<file path="src/rtl/instr_fetch.sv">
// instr_fetch: in-order instruction fetch with a 2-entry instruction buffer and redirect flush.
// Optional FETCH_ALIGN_CHECK_EN: a misaligned redirect target halts fetch with a sticky fault.
module instr_fetch #(
  parameter logic [15:0] RESET_PC = 16'h0000
) (
  input  logic        clk,
  input  logic        rst_n,
  output logic        imem_req_valid,
  input  logic        imem_req_ready,
  output logic [15:0] imem_req_addr,
  input  logic        imem_resp_valid,
  input  logic [31:0] imem_resp_data,
  input  logic        redirect_valid,
  input  logic [15:0] redirect_pc,
  output logic        instr_valid,
  input  logic        instr_ready,
  output logic [31:0] instr_code,
  output logic [15:0] instr_pc,
  output logic        fetch_fault
);

  typedef enum logic [0:0] {
    S_FETCH = 1'b0,
    S_FAULT = 1'b1
  } state_t;

  state_t      state_r;
  state_t      state_nx_s;

  logic [15:0] pc_r;
  logic        run_r;
  logic [31:0] fifo_code_r [2];
  logic [15:0] fifo_pc_r   [2];
  logic        rd_ptr_r;
  logic        wr_ptr_r;
  logic [1:0]  count_r;
  logic [1:0]  outst_r;
  logic [1:0]  stale_r;

  logic [15:0] target_s;
  logic        misaligned_s;
  logic        redirect_s;
  logic        req_fire_s;
  logic        resp_live_s;
  logic        resp_stale_s;
  logic        push_s;
  logic        pop_s;
  logic [1:0]  outst_after_s;
  logic [1:0]  stale_after_s;
  logic [2:0]  occupancy_s;
  logic [15:0] resp_pc_s;

`ifdef FETCH_ALIGN_CHECK_EN
  assign misaligned_s = (redirect_pc[1:0] != 2'b00);
  assign target_s     = redirect_pc;
  assign fetch_fault  = (state_r == S_FAULT);
`else
  logic unused_align_s;
  assign misaligned_s   = 1'b0;
  assign target_s       = {redirect_pc[15:2], 2'b00};
  assign fetch_fault    = 1'b0;
  assign unused_align_s = ^redirect_pc[1:0];
`endif

  assign redirect_s    = redirect_valid & (state_r == S_FETCH);
  assign req_fire_s    = imem_req_valid & imem_req_ready;
  assign resp_stale_s  = imem_resp_valid & (stale_r != 2'd0);
  assign resp_live_s   = imem_resp_valid & (stale_r == 2'd0);
  assign push_s        = resp_live_s & ~redirect_valid & (state_r == S_FETCH);
  assign pop_s         = instr_valid & instr_ready;
  assign occupancy_s   = {1'b0, outst_r} + {1'b0, count_r};
  assign outst_after_s = outst_r + {1'b0, req_fire_s} - {1'b0, resp_live_s};
  assign stale_after_s = stale_r - {1'b0, resp_stale_s};
  // Live requests are sequential, so the oldest one sits outst_r words behind the fetch PC.
  assign resp_pc_s     = pc_r - {12'd0, outst_r, 2'b00};

  assign imem_req_addr = pc_r;
  assign instr_code    = fifo_code_r[rd_ptr_r];
  assign instr_pc      = fifo_pc_r[rd_ptr_r];

  // State register
  always_ff @(posedge clk or negedge rst_n) begin
    if (!rst_n) begin
      state_r <= S_FETCH;
    end else begin
      state_r <= state_nx_s;
    end
  end

  // Next-state logic; FAULT is left only through reset
  always_comb begin
    state_nx_s = state_r;
    case (state_r)
      S_FETCH: begin
        if (redirect_valid && misaligned_s) begin
          state_nx_s = S_FAULT;
        end else begin
          state_nx_s = S_FETCH;
        end
      end
      S_FAULT: state_nx_s = S_FAULT;
      default: state_nx_s = S_FETCH;
    endcase
  end

  // Handshake outputs; a pop does not free a request slot in the same cycle
  always_comb begin
    imem_req_valid = 1'b0;
    instr_valid    = 1'b0;
    case (state_r)
      S_FETCH: begin
        imem_req_valid = run_r & ~redirect_valid & (stale_r == 2'd0) & (occupancy_s < 3'd2);
        instr_valid    = (count_r != 2'd0) & ~redirect_valid;
      end
      S_FAULT: begin
        imem_req_valid = 1'b0;
        instr_valid    = 1'b0;
      end
      default: begin
        imem_req_valid = 1'b0;
        instr_valid    = 1'b0;
      end
    endcase
  end

  // Fetch PC and post-reset request enable
  always_ff @(posedge clk or negedge rst_n) begin
    if (!rst_n) begin
      pc_r  <= RESET_PC;
      run_r <= 1'b0;
    end else begin
      run_r <= 1'b1;
      if (redirect_s) begin
        pc_r <= target_s;
      end else if (req_fire_s) begin
        pc_r <= pc_r + 16'd4;
      end else begin
        pc_r <= pc_r;
      end
    end
  end

  // In-flight tracking; on redirect every still-pending response becomes stale
  always_ff @(posedge clk or negedge rst_n) begin
    if (!rst_n) begin
      outst_r <= 2'd0;
      stale_r <= 2'd0;
    end else if (redirect_valid) begin
      outst_r <= 2'd0;
      stale_r <= stale_after_s + outst_after_s;
    end else begin
      outst_r <= outst_after_s;
      stale_r <= stale_after_s;
    end
  end

  // Two-entry instruction buffer, flushed on redirect
  always_ff @(posedge clk or negedge rst_n) begin
    if (!rst_n) begin
      rd_ptr_r       <= 1'b0;
      wr_ptr_r       <= 1'b0;
      count_r        <= 2'd0;
      fifo_code_r[0] <= 32'd0;
      fifo_code_r[1] <= 32'd0;
      fifo_pc_r[0]   <= 16'd0;
      fifo_pc_r[1]   <= 16'd0;
    end else if (redirect_valid) begin
      rd_ptr_r <= 1'b0;
      wr_ptr_r <= 1'b0;
      count_r  <= 2'd0;
    end else begin
      if (push_s) begin
        fifo_code_r[wr_ptr_r] <= imem_resp_data;
        fifo_pc_r[wr_ptr_r]   <= resp_pc_s;
        wr_ptr_r              <= ~wr_ptr_r;
      end else begin
        wr_ptr_r <= wr_ptr_r;
      end
      if (pop_s) begin
        rd_ptr_r <= ~rd_ptr_r;
      end else begin
        rd_ptr_r <= rd_ptr_r;
      end
      case ({push_s, pop_s})
        2'b10:   count_r <= count_r + 2'd1;
        2'b01:   count_r <= count_r - 2'd1;
        default: count_r <= count_r;
      endcase
    end
  end

endmodule

</file>
<file path="config.mk">
export PLATFORM = sky130hd
export DESIGN_NAME = instr_fetch
export DESIGN_NICKNAME = d
export VERILOG_FILES = /design/src/rtl/instr_fetch.sv
export SDC_FILE = /design/constraint.sdc
export NUM_CORES = 1
export LEC_CHECK = 0
export BUFFER_PORTS_ARGS = -buffer_cell sky130_fd_sc_hd__buf_2
export CORE_UTILIZATION = 40
export DETAILED_ROUTE_END_ITERATION = 10
export SYNTH_ARGS = -nofsm -noshare
export SYNTH_HDL_FRONTEND = slang
export SYNTH_SLANG_ARGS = --single-unit
</file>
<file path="constraint.sdc">
create_clock -name clk -period 7.35 [get_ports clk]
set_input_delay 0 -clock clk [delete_from_list [all_inputs] [get_ports clk]]
set_output_delay 0 -clock clk [all_outputs]
set_load 0.05 [all_outputs]
</file>
==> flow_summary_export.csv, run 1 <==
group,metric,value,unit
layout,area_growth,31.4,%
layout,fin_nets,691,
detailed_routing,drtIter0Drc,200,
sta,setup_ws,3.30,ns
die,fp-row-count,42,
clocking,numCtsBuffers,17,
critical_path,slowest_stage,"nor4b_4",
yosys,synthXorXnorAreaFrac,3.17,%
placement,io_buffers,113,
clocking,worstSkewPairLatency,0.41,ns
layout,final_common_cell,"dfrtp_1",
yosys,ys_seq_elements,115,
detailed_routing,dr_total_vias,4017,
global_routing,antenna_found_initial,0,
power_and_ir_drop,p_leak,3.35,nW
critical_path,crit_start,"count_r[0]",
critical_path,worstPathRequired,7.64,ns
critical_path,worstPathMaxFanout,14,
placement,hpwl,7.58,mm
placement,place_area,6210,sq um
layout,layout-drive-gt1-share,40.6,%
detailed_routing,drc,0,
clocking,clockBufferDepth,2,
yosys,netlist.top_cell.by_area,"dfrtp_1",
sta,max_slew_margin,23.0,%
die,dieWidth,120,um
sta,fin_skew,0.00462,ns
yosys,yosys-mux-area-fraction,22.6,%
critical_path,worstSetupPathType,"flop to flop",
critical_path,cp_num_buf_inv,2,
layout,diodes,0,
yosys,yosys_warnings,0,
critical_path,r2r-start,"count_r[0]",
layout,finalInstanceArea,7270,sq um
power_and_ir_drop,power.density,428,nW/um^2
layout,mostFrequentLayoutCells,"114 x dfrtp_1, 112 x buf_2, 106 x mux2_2",
placement,gp_congestion,0.781,
die,start_util,41.4,%
sta,fmax,0.247,GHz
detailed_routing,wl,11.8,mm
clocking,cts.sink_count,115,
die,die_area,14300,sq um
sta,whs,0.0442,ns
die,fp.dieH,120,um
worst_hold_path,hp-class,"input port to flop",
run,maxCapViolations,0,
critical_path,path_cells,"and2_1 > fa_1 > or4b_1 > nor4b_4 > inv_2 > ha_1 > inv_1 > ha_1 > xor2_1 > xnor2_1 > xnor2_1 > nand2_1 > xnor2_1",
yosys,ys_seq_area_share,52.0,%
layout,fin_cells,817,
sta,worstMarginPinSlew,1.15,ns
critical_path,cp-start-kind,"flop",
critical_path,critPathTopFamily,"simple AND/OR/NAND/NOR gates",
detailed_routing,drtPass1Iterations,4,
yosys,synthArstFlopShare,100,%
yosys,yosysUniqueCellTypes,43,
power_and_ir_drop,power.total,3.11,mW
placement,place_ws,3.31,ns
yosys,yosys-top-cells-area,"dfrtp_1 52%, mux2_2 22%, nand2_1 2.6%, nor2_1 2.4%, o21ai_0 2.3%",
global_routing,grt_pass1_wl,19.6,mm
clocking,tritoncts,"built",
yosys,synth_top_area_share,52.0,%
yosys,syn_avg_cell_area,11.7,sq um
detailed_routing,avgViaCountPerCell,4.92,
worst_hold_path,hold_path.startpoint,"imem_resp_valid",
sta,finalSetupTns,0,ns
power_and_ir_drop,vdd_drop_max,0.237,mV
sta,slew_violations,0,
sta,hold_violations,0,
yosys,synthAdderAreaFrac,2.31,%
sta,period_share,55.1,%
yosys,yosys.area_share.simple,10.3,%
critical_path,end_kind,"flop",
critical_path,slowest_delay,0.70,ns
yosys,synth_edf_count,0,
sta,grt_setup_unrepaired,"false",
global_routing,overflow,0,
die,coreArea,13300,sq um
layout,nFillCells,1173,
outcome,status,"complete, no violations",
critical_path,cpMostUsedCell,"xnor2_1",
sta,setup_viol,0,
clocking,post_cts_buffers,0,
detailed_routing,wire_per_inst,14.4,um
clocking,h-tree-depth,4,
global_routing,grt_pass1_vias,4152,
layout,postLayoutCoreUtil,54.4,%
clocking,clk_pin_slew,0.05,ns
placement,dp_cells,737,
die,ios,121,
global_routing,grt_start_max_net_pins,64,
clocking,ctsRootBufferMaster,"clkbuf_16",
yosys,synth_top_family_by_area,"multiplexers",
sta,period_needed,4.05,ns
critical_path,cp.arrival,4.34,ns
yosys,synth_flop_cell,"dfrtp_1",
yosys,synth.cell_area,5530,sq um
yosys,synth_compound_area_share,6.06,%
detailed_routing,postRouteAntennaNets,0,
clocking,ctsResizeCount,0,
yosys,syn_inst,474,
global_routing,grt_usage,17.7,%
[cell type report]
class                      count  area (sq um)  area share [%]
clock buffer                  21           460            6.34
clock inverter                11           110            1.52
inverter                      10          37.5           0.517
multi-input combinational    320          2490            34.2
sequential                   115          2880            39.6
tap                          176           220            3.03
timing repair buffer         164          1070            14.7
[cell families after synthesis]
group	count (synthesis)
AOI/OAI and AO/OA	57
xor gates and xnor gates	20
adders and majority gates	9
buffers and inverters	43
DFF	115
muxes	111
other	2
and+or+nand+nor	117
[synth_stat cells, types with 3 or more instances]
library cell / count
nor2b_1: 3
mux2_2: 106
ha_1: 7
buf_1: 3
nand3_1: 9
a221o_1: 4
nand2_1: 38
nand3b_1: 4
clkbuf_1: 18
buf_2: 7
inv_1: 9
xor2_1: 7
a22oi_1: 3
nor3_1: 9
mux2_1: 3
nand4_1: 4
xnor2_1: 13
nor2_1: 35
buf_4: 5
dfrtp_1: 115
nor4_1: 3
a21oi_1: 15
o211ai_1: 5
o21ai_0: 25
[tightest hold or removal path, stage by stage]
cell	delay, ns
buf_2	0.08
o21a_1	0.11
ha_1	0.13
o21ai_0	0.08
[worst paths after layout]
path	to	slack (ns)	cells past startpoint
min	stale_r[0]	0.04	4
max reg2reg	stale_r[1]	3.30	13
min reg2reg	fifo_pc_r[6]	0.47	2
min in group asynchronous	fifo_code_r[13]	0.17	2
max	stale_r[1]	3.30	13
max in group asynchronous	rd_ptr_r	5.84	3
[layer usage]
layer,global-route usage [%],share of wire [%],vias up
met5,0,0,-
met4,5.31,1.4,0
met3,5.51,4.8,12
met2,29.6,49,98
met1,21.7,45,1948
li1,-,-,1959
[power breakdown]
group	switching (mW)	internal, mW	total (mW)
Combinational	0.856	0.457	1.31
Sequential	0.146	0.868	1.01
Clock	0.270	0.511	0.781
Total	1.27	1.84	3.11
[state kept, by name, summed over array words and instances, names as in the netlist]
name / cells
wr_ptr_r: 1
rd_ptr_r: 1
stale_r: 2
imem_req_addr: 14
run_r: 1
count_r: 2
fifo_code_r: 64
fifo_pc_r: 28
outst_r: 2
[what timing repair did]
action,CTS,global route
endpoints found under the hold margin,132,0
endpoints found under the setup margin,0,0
hold buffers,48,0
(Power assumes the default switching activity.)
==> inputs of run 2 (changes only) <==
- clock period: 7.35 -> 3.9 ns (I/O delays scaled with it)
==> flow_summary_export.csv, run 2 (synthesis results as in run 1) <==
group,metric,value,unit
layout,regMostFlops,"fifo_code_r",
sta,period_share,88.9,%
worst_hold_path,hp-class,"input port to flop",
sta,max_slew_margin,22.7,%
clocking,tritoncts,"built",
detailed_routing,drtIter0Drc,301,
clocking,clk_pin_slew,0.05,ns
global_routing,use_met3,4.28,%
clocking,post_cts_buffers,0,
sta,finalSetupTns,0,ns
placement,io_buffers,113,
sta,worstMarginPinSlew,1.16,ns
global_routing,grt_pass1_vias,4194,
die,ios,121,
critical_path,worstPathMaxFanout,14,
layout,largest_reg_flops,64,
detailed_routing,drc,0,
critical_path,worstSetupPathType,"flop to flop",
layout,fin_nets,694,
clocking,worstSkewPairLatency,0.41,ns
sta,slew_violations,0,
sta,setup_viol,0,
die,dieWidth,120,um
global_routing,antenna_found_initial,0,
placement,gp_congestion,0.798,
power_and_ir_drop,power.density,796,nW/um^2
die,fp.dieH,120,um
detailed_routing,wl,11.9,mm
clocking,ctsRootBufferMaster,"clkbuf_16",
sta,fin_skew,0.00993,ns
layout,layout-drive-gt1-share,40.0,%
detailed_routing,drtPass1Iterations,4,
critical_path,r2r_cells,13,
critical_path,cp.arrival,3.76,ns
global_routing,overflow,0,
clocking,cts.sink_count,115,
detailed_routing,wire_per_inst,14.5,um
critical_path,cp-start-kind,"flop",
layout,area_growth,30.8,%
global_routing,grtUsageMet1,21.7,%
die,die_area,14300,sq um
layout,diodes,0,
power_and_ir_drop,p_leak,3.34,nW
layout,final_common_cell,"dfrtp_1",
sta,hold_violations,0,
global_routing,met2_usage,30.1,%
detailed_routing,dr_total_vias,4072,
die,coreArea,13300,sq um
clocking,clockBufferDepth,2,
placement,hpwl,7.71,mm
outcome,status,"complete, no violations",
critical_path,worstPathRequired,4.19,ns
clocking,numCtsBuffers,17,
critical_path,crit_end,"stale_r[1]",
sta,fmax,0.288,GHz
sta,whs,0.0481,ns
sta,grt_setup_unrepaired,"false",
global_routing,grt_pass1_wl,19.9,mm
run,maxCapViolations,0,
clocking,h-tree-depth,4,
global_routing,grt_start_max_net_pins,64,
detailed_routing,postRouteAntennaNets,0,
power_and_ir_drop,vdd_drop_max,0.304,mV
layout,mostFrequentLayoutCells,"114 x dfrtp_1, 112 x buf_2, 106 x mux2_2",
detailed_routing,avgViaCountPerCell,4.98,
critical_path,r2r-start,"outst_r[0]",
global_routing,grt-busiest-layer,"met2",
critical_path,crit_start,"outst_r[0]",
die,start_util,41.4,%
critical_path,rrSetupSlack,0.43,ns
sta,period_needed,3.47,ns
critical_path,reg2reg_to,"stale_r[1]",
global_routing,grt_usage,17.8,%
critical_path,end_kind,"flop",
die,fp-row-count,42,
## run 2: worst min path at each step
| stage | startpoint | to | depth (start not counted) |
|---|---|---|---|
| floorplan | rst_n | count_r[0] | 0 |
| finish | imem_resp_valid | stale_r[0] | 4 |
| global placement | rst_n | fifo_code_r[13] | 2 |
| CTS | imem_resp_valid | stale_r[0] | 4 |
| detailed placement | rst_n | fifo_code_r[13] | 2 |
| global route | imem_resp_valid | stale_r[0] | 4 |
## run 2: metal layers
layer / routed length [um] / up-vias / part of all wire, %
li1: - / 1968 / -
met1: 5310 / 1967 / 45
met2: 5830 / 115 / 49
met3: 520 / 22 / 4.4
met4: 201 / 0 / 1.7
met5: 0 / - / 0
## run 2: cell type report
cell class / instances / area (sq um)
clock inverters: 6 / 57.6
multi-input cells: 320 / 2490
fillers: 1203 / 6110
inverters: 10 / 37.5
clock buffers: 24 / 462
repair buffers: 167 / 1090
well taps: 176 / 220
flip-flops and latches: 115 / 2880
## run 2: timing repair
| item | in CTS | in global routing |
|---|---|---|
| hold endpoints to repair | 195 | 0 |
| hold buffers | 48 | 0 |
| endpoints found under the setup margin | 0 | 0 |
| resized for setup | 0 | 0 |
## run 2: through the flow
| stage | power (mW) | area (sq um) | util, % | cells | setup WS (ns) |
|---|---|---|---|---|---|
| global route | 6.09 | 7240 | 54.2 | 818 | 0.205 |
| detailed placement | 4.39 | 6240 | 46.7 | 740 | 0.446 |
| global placement | 4.32 | 6240 | 46.7 | 740 | 0.455 |
| finish | 5.76 | 7240 | 54.2 | 818 | 0.433 |
| CTS | 5.83 | 7240 | 54.2 | 818 | 0.408 |
| floorplan | 3.86 | 5550 | - | 478 | 0.518 |
## run 2: where the power goes
group,switching [mW],internal (mW)
Sequential,0.279,1.64
Combinational,1.62,0.865
Clock,0.488,0.877
Total,2.38,3.38
## run 2: worst max-delay path: stages, from the launching register on
cell,delay [ns]
dfrtp_1,0.39
and2_1,0.17
fa_1,0.44
or4b_1,0.59
nor4b_4,0.31
inv_2,0.17
ha_1,0.30
inv_1,0.03
ha_1,0.17
xor2_1,0.15
xnor2_1,0.24
xnor2_1,0.15
nand2_1,0.08
xnor2_1,0.14
==> inputs of run 3 (changes only) <==
- CORE_UTILIZATION: 40 -> 50
- PLACE_DENSITY: not set -> 0.74
==> flow_summary_export.csv, run 3 (synthesis results as in run 1) <==
group,metric,value,unit
critical_path,worstPathRequired,4.28,ns
critical_path,cp.arrival,3.91,ns
layout,layout-drive-gt1-share,40.9,%
clocking,worstSkewPairLatency,0.51,ns
sta,fmax,0.283,GHz
detailed_routing,drtIter0Drc,173,
critical_path,r2r-start,"outst_r[0]",
die,ios,121,
power_and_ir_drop,comb_power_share,42.4,%
clocking,hold_buffers,52,
global_routing,antenna_found_initial,0,
sta,finalSetupTns,0,ns
power_and_ir_drop,power.density,809,nW/um^2
power_and_ir_drop,vdd_drop_max,0.494,mV
die,die_area,11500,sq um
layout,mostFrequentLayoutCells,"114 x dfrtp_1, 112 x buf_2, 106 x mux2_2",
power_and_ir_drop,clockPowerShare,24.9,%
sta,hold_violations,0,
power_and_ir_drop,internal_power,3.44,mW
placement,gp_congestion,0.824,
sta,fin_skew,0.00904,ns
detailed_routing,avgViaCountPerCell,5.27,
clocking,numCtsBuffers,17,
critical_path,r2r_cells,13,
layout,diodes,0,
run,maxCapViolations,0,
clocking,h-tree-depth,4,
worst_hold_path,hp-class,"input port to flop",
critical_path,rrSetupSlack,0.37,ns
layout,area_growth,31.8,%
worst_hold_path,whs_endpoint,"imem_req_addr[9]",
sta,period_share,90.5,%
power_and_ir_drop,seqPwrFrac,32.7,%
sta,setup_viol,0,
detailed_routing,drc,0,
detailed_routing,wire_per_inst,15.7,um
worst_hold_path,hold-path-cell-count,5,
die,fp-row-count,38,
layout,final_common_cell,"dfrtp_1",
placement,hpwl,7.75,mm
sta,max_slew_margin,24.9,%
layout,fin_nets,698,
clocking,cts.sink_count,115,
sta,slew_violations,0,
die,start_util,51.3,%
die,coreArea,10800,sq um
layout,regMostFlops,"fifo_code_r",
power_and_ir_drop,p_leak,3.37,nW
clocking,post_cts_buffers,0,
global_routing,grt_pass1_wl,20.4,mm
sta,worstMarginPinSlew,1.13,ns
global_routing,overflow,0,
sta,grt_setup_unrepaired,"false",
clocking,clockBufferDepth,2,
sta,whs,0.0860,ns
critical_path,end_kind,"flop",
critical_path,worstPathMaxFanout,14,
die,dieWidth,107,um
sta,period_needed,3.53,ns
power_and_ir_drop,swShare,41.7,%
clocking,tritoncts,"built",
layout,largest_reg_flops,64,
global_routing,grt_start_max_net_pins,65,
global_routing,grt_pass1_vias,4216,
clocking,clk_pin_slew,0.06,ns
critical_path,cp-start-kind,"flop",
detailed_routing,postRouteAntennaNets,0,
global_routing,grt_usage,23.1,%
critical_path,reg2reg_to,"stale_r[1]",
placement,io_buffers,113,
clocking,ctsResizeCount,0,
power_and_ir_drop,p_sw,2.46,mW
outcome,status,"complete, no violations",
detailed_routing,drtPass1Iterations,4,
detailed_routing,dr_total_vias,4153,
worst_hold_path,hold_path.startpoint,"imem_req_ready",
critical_path,worstSetupPathType,"flop to flop",
die,fp.dieH,107,um
clocking,ctsRootBufferMaster,"clkbuf_8",
detailed_routing,wl,12.4,mm
## run 3: worst max-delay path by stage
stage,from,end
final,outst_r[0],stale_r[1]
after global routing,count_r[0],stale_r[1]
after CTS,outst_r[0],stale_r[1]
after detailed placement,outst_r[0],stale_r[1]
after global placement,outst_r[0],stale_r[1]
after floorplan,outst_r[0],stale_r[1]
## run 3: metal layers
layer	global-route usage, %	share of wire [%]
met2	38.8	50
met3	6.08	4.2
met4	8.71	1.8
met5	0	0
met1	28.4	44
## run 3: final cells by class
type                            count  area, sq um
Timing Repair Buffer              171         1130
Sequential cell                   115         2880
Clock inverter                     13          135
Fill cell                         808         3500
Clock buffer                       19          442
Multi-Input combinational cell    320         2490
Tap cell                          140          175
Inverter                           10         37.5
## run 3: stage by stage
step                      total power, mW  std cells  area (sq um)  worst slack, ns  utilization, %
after floorplan                      3.86        478          5550            0.518               -
after global placement               4.31        704          6190            0.503            57.4
after detailed placement             4.41        704          6190            0.383            57.4
after CTS                            5.94        788          7290            0.363            67.5
after global routing                 6.22        788          7290            0.213            67.5
final                                5.90        788          7290            0.372            67.5
## run 3: worst max-delay path: stages, from the launching register on
cell	delay [ns]
dfrtp_1	0.40
and2_1	0.17
fa_1	0.43
or4b_1	0.59
nor4b_4	0.33
inv_2	0.18
ha_1	0.31
inv_1	0.04
ha_1	0.18
xor2_1	0.15
xnor2_1	0.26
xnor2_1	0.15
nand2_1	0.08
xnor2_1	0.13
## run 3: power groups by stage
stage,Combinational [mW],Sequential (mW),Clock [mW]
after floorplan,1.97,1.89,0
after global placement,2.41,1.90,0
after detailed placement,2.46,1.95,0
after CTS,2.51,1.93,1.49
after global routing,2.67,1.99,1.56
final,2.50,1.93,1.47
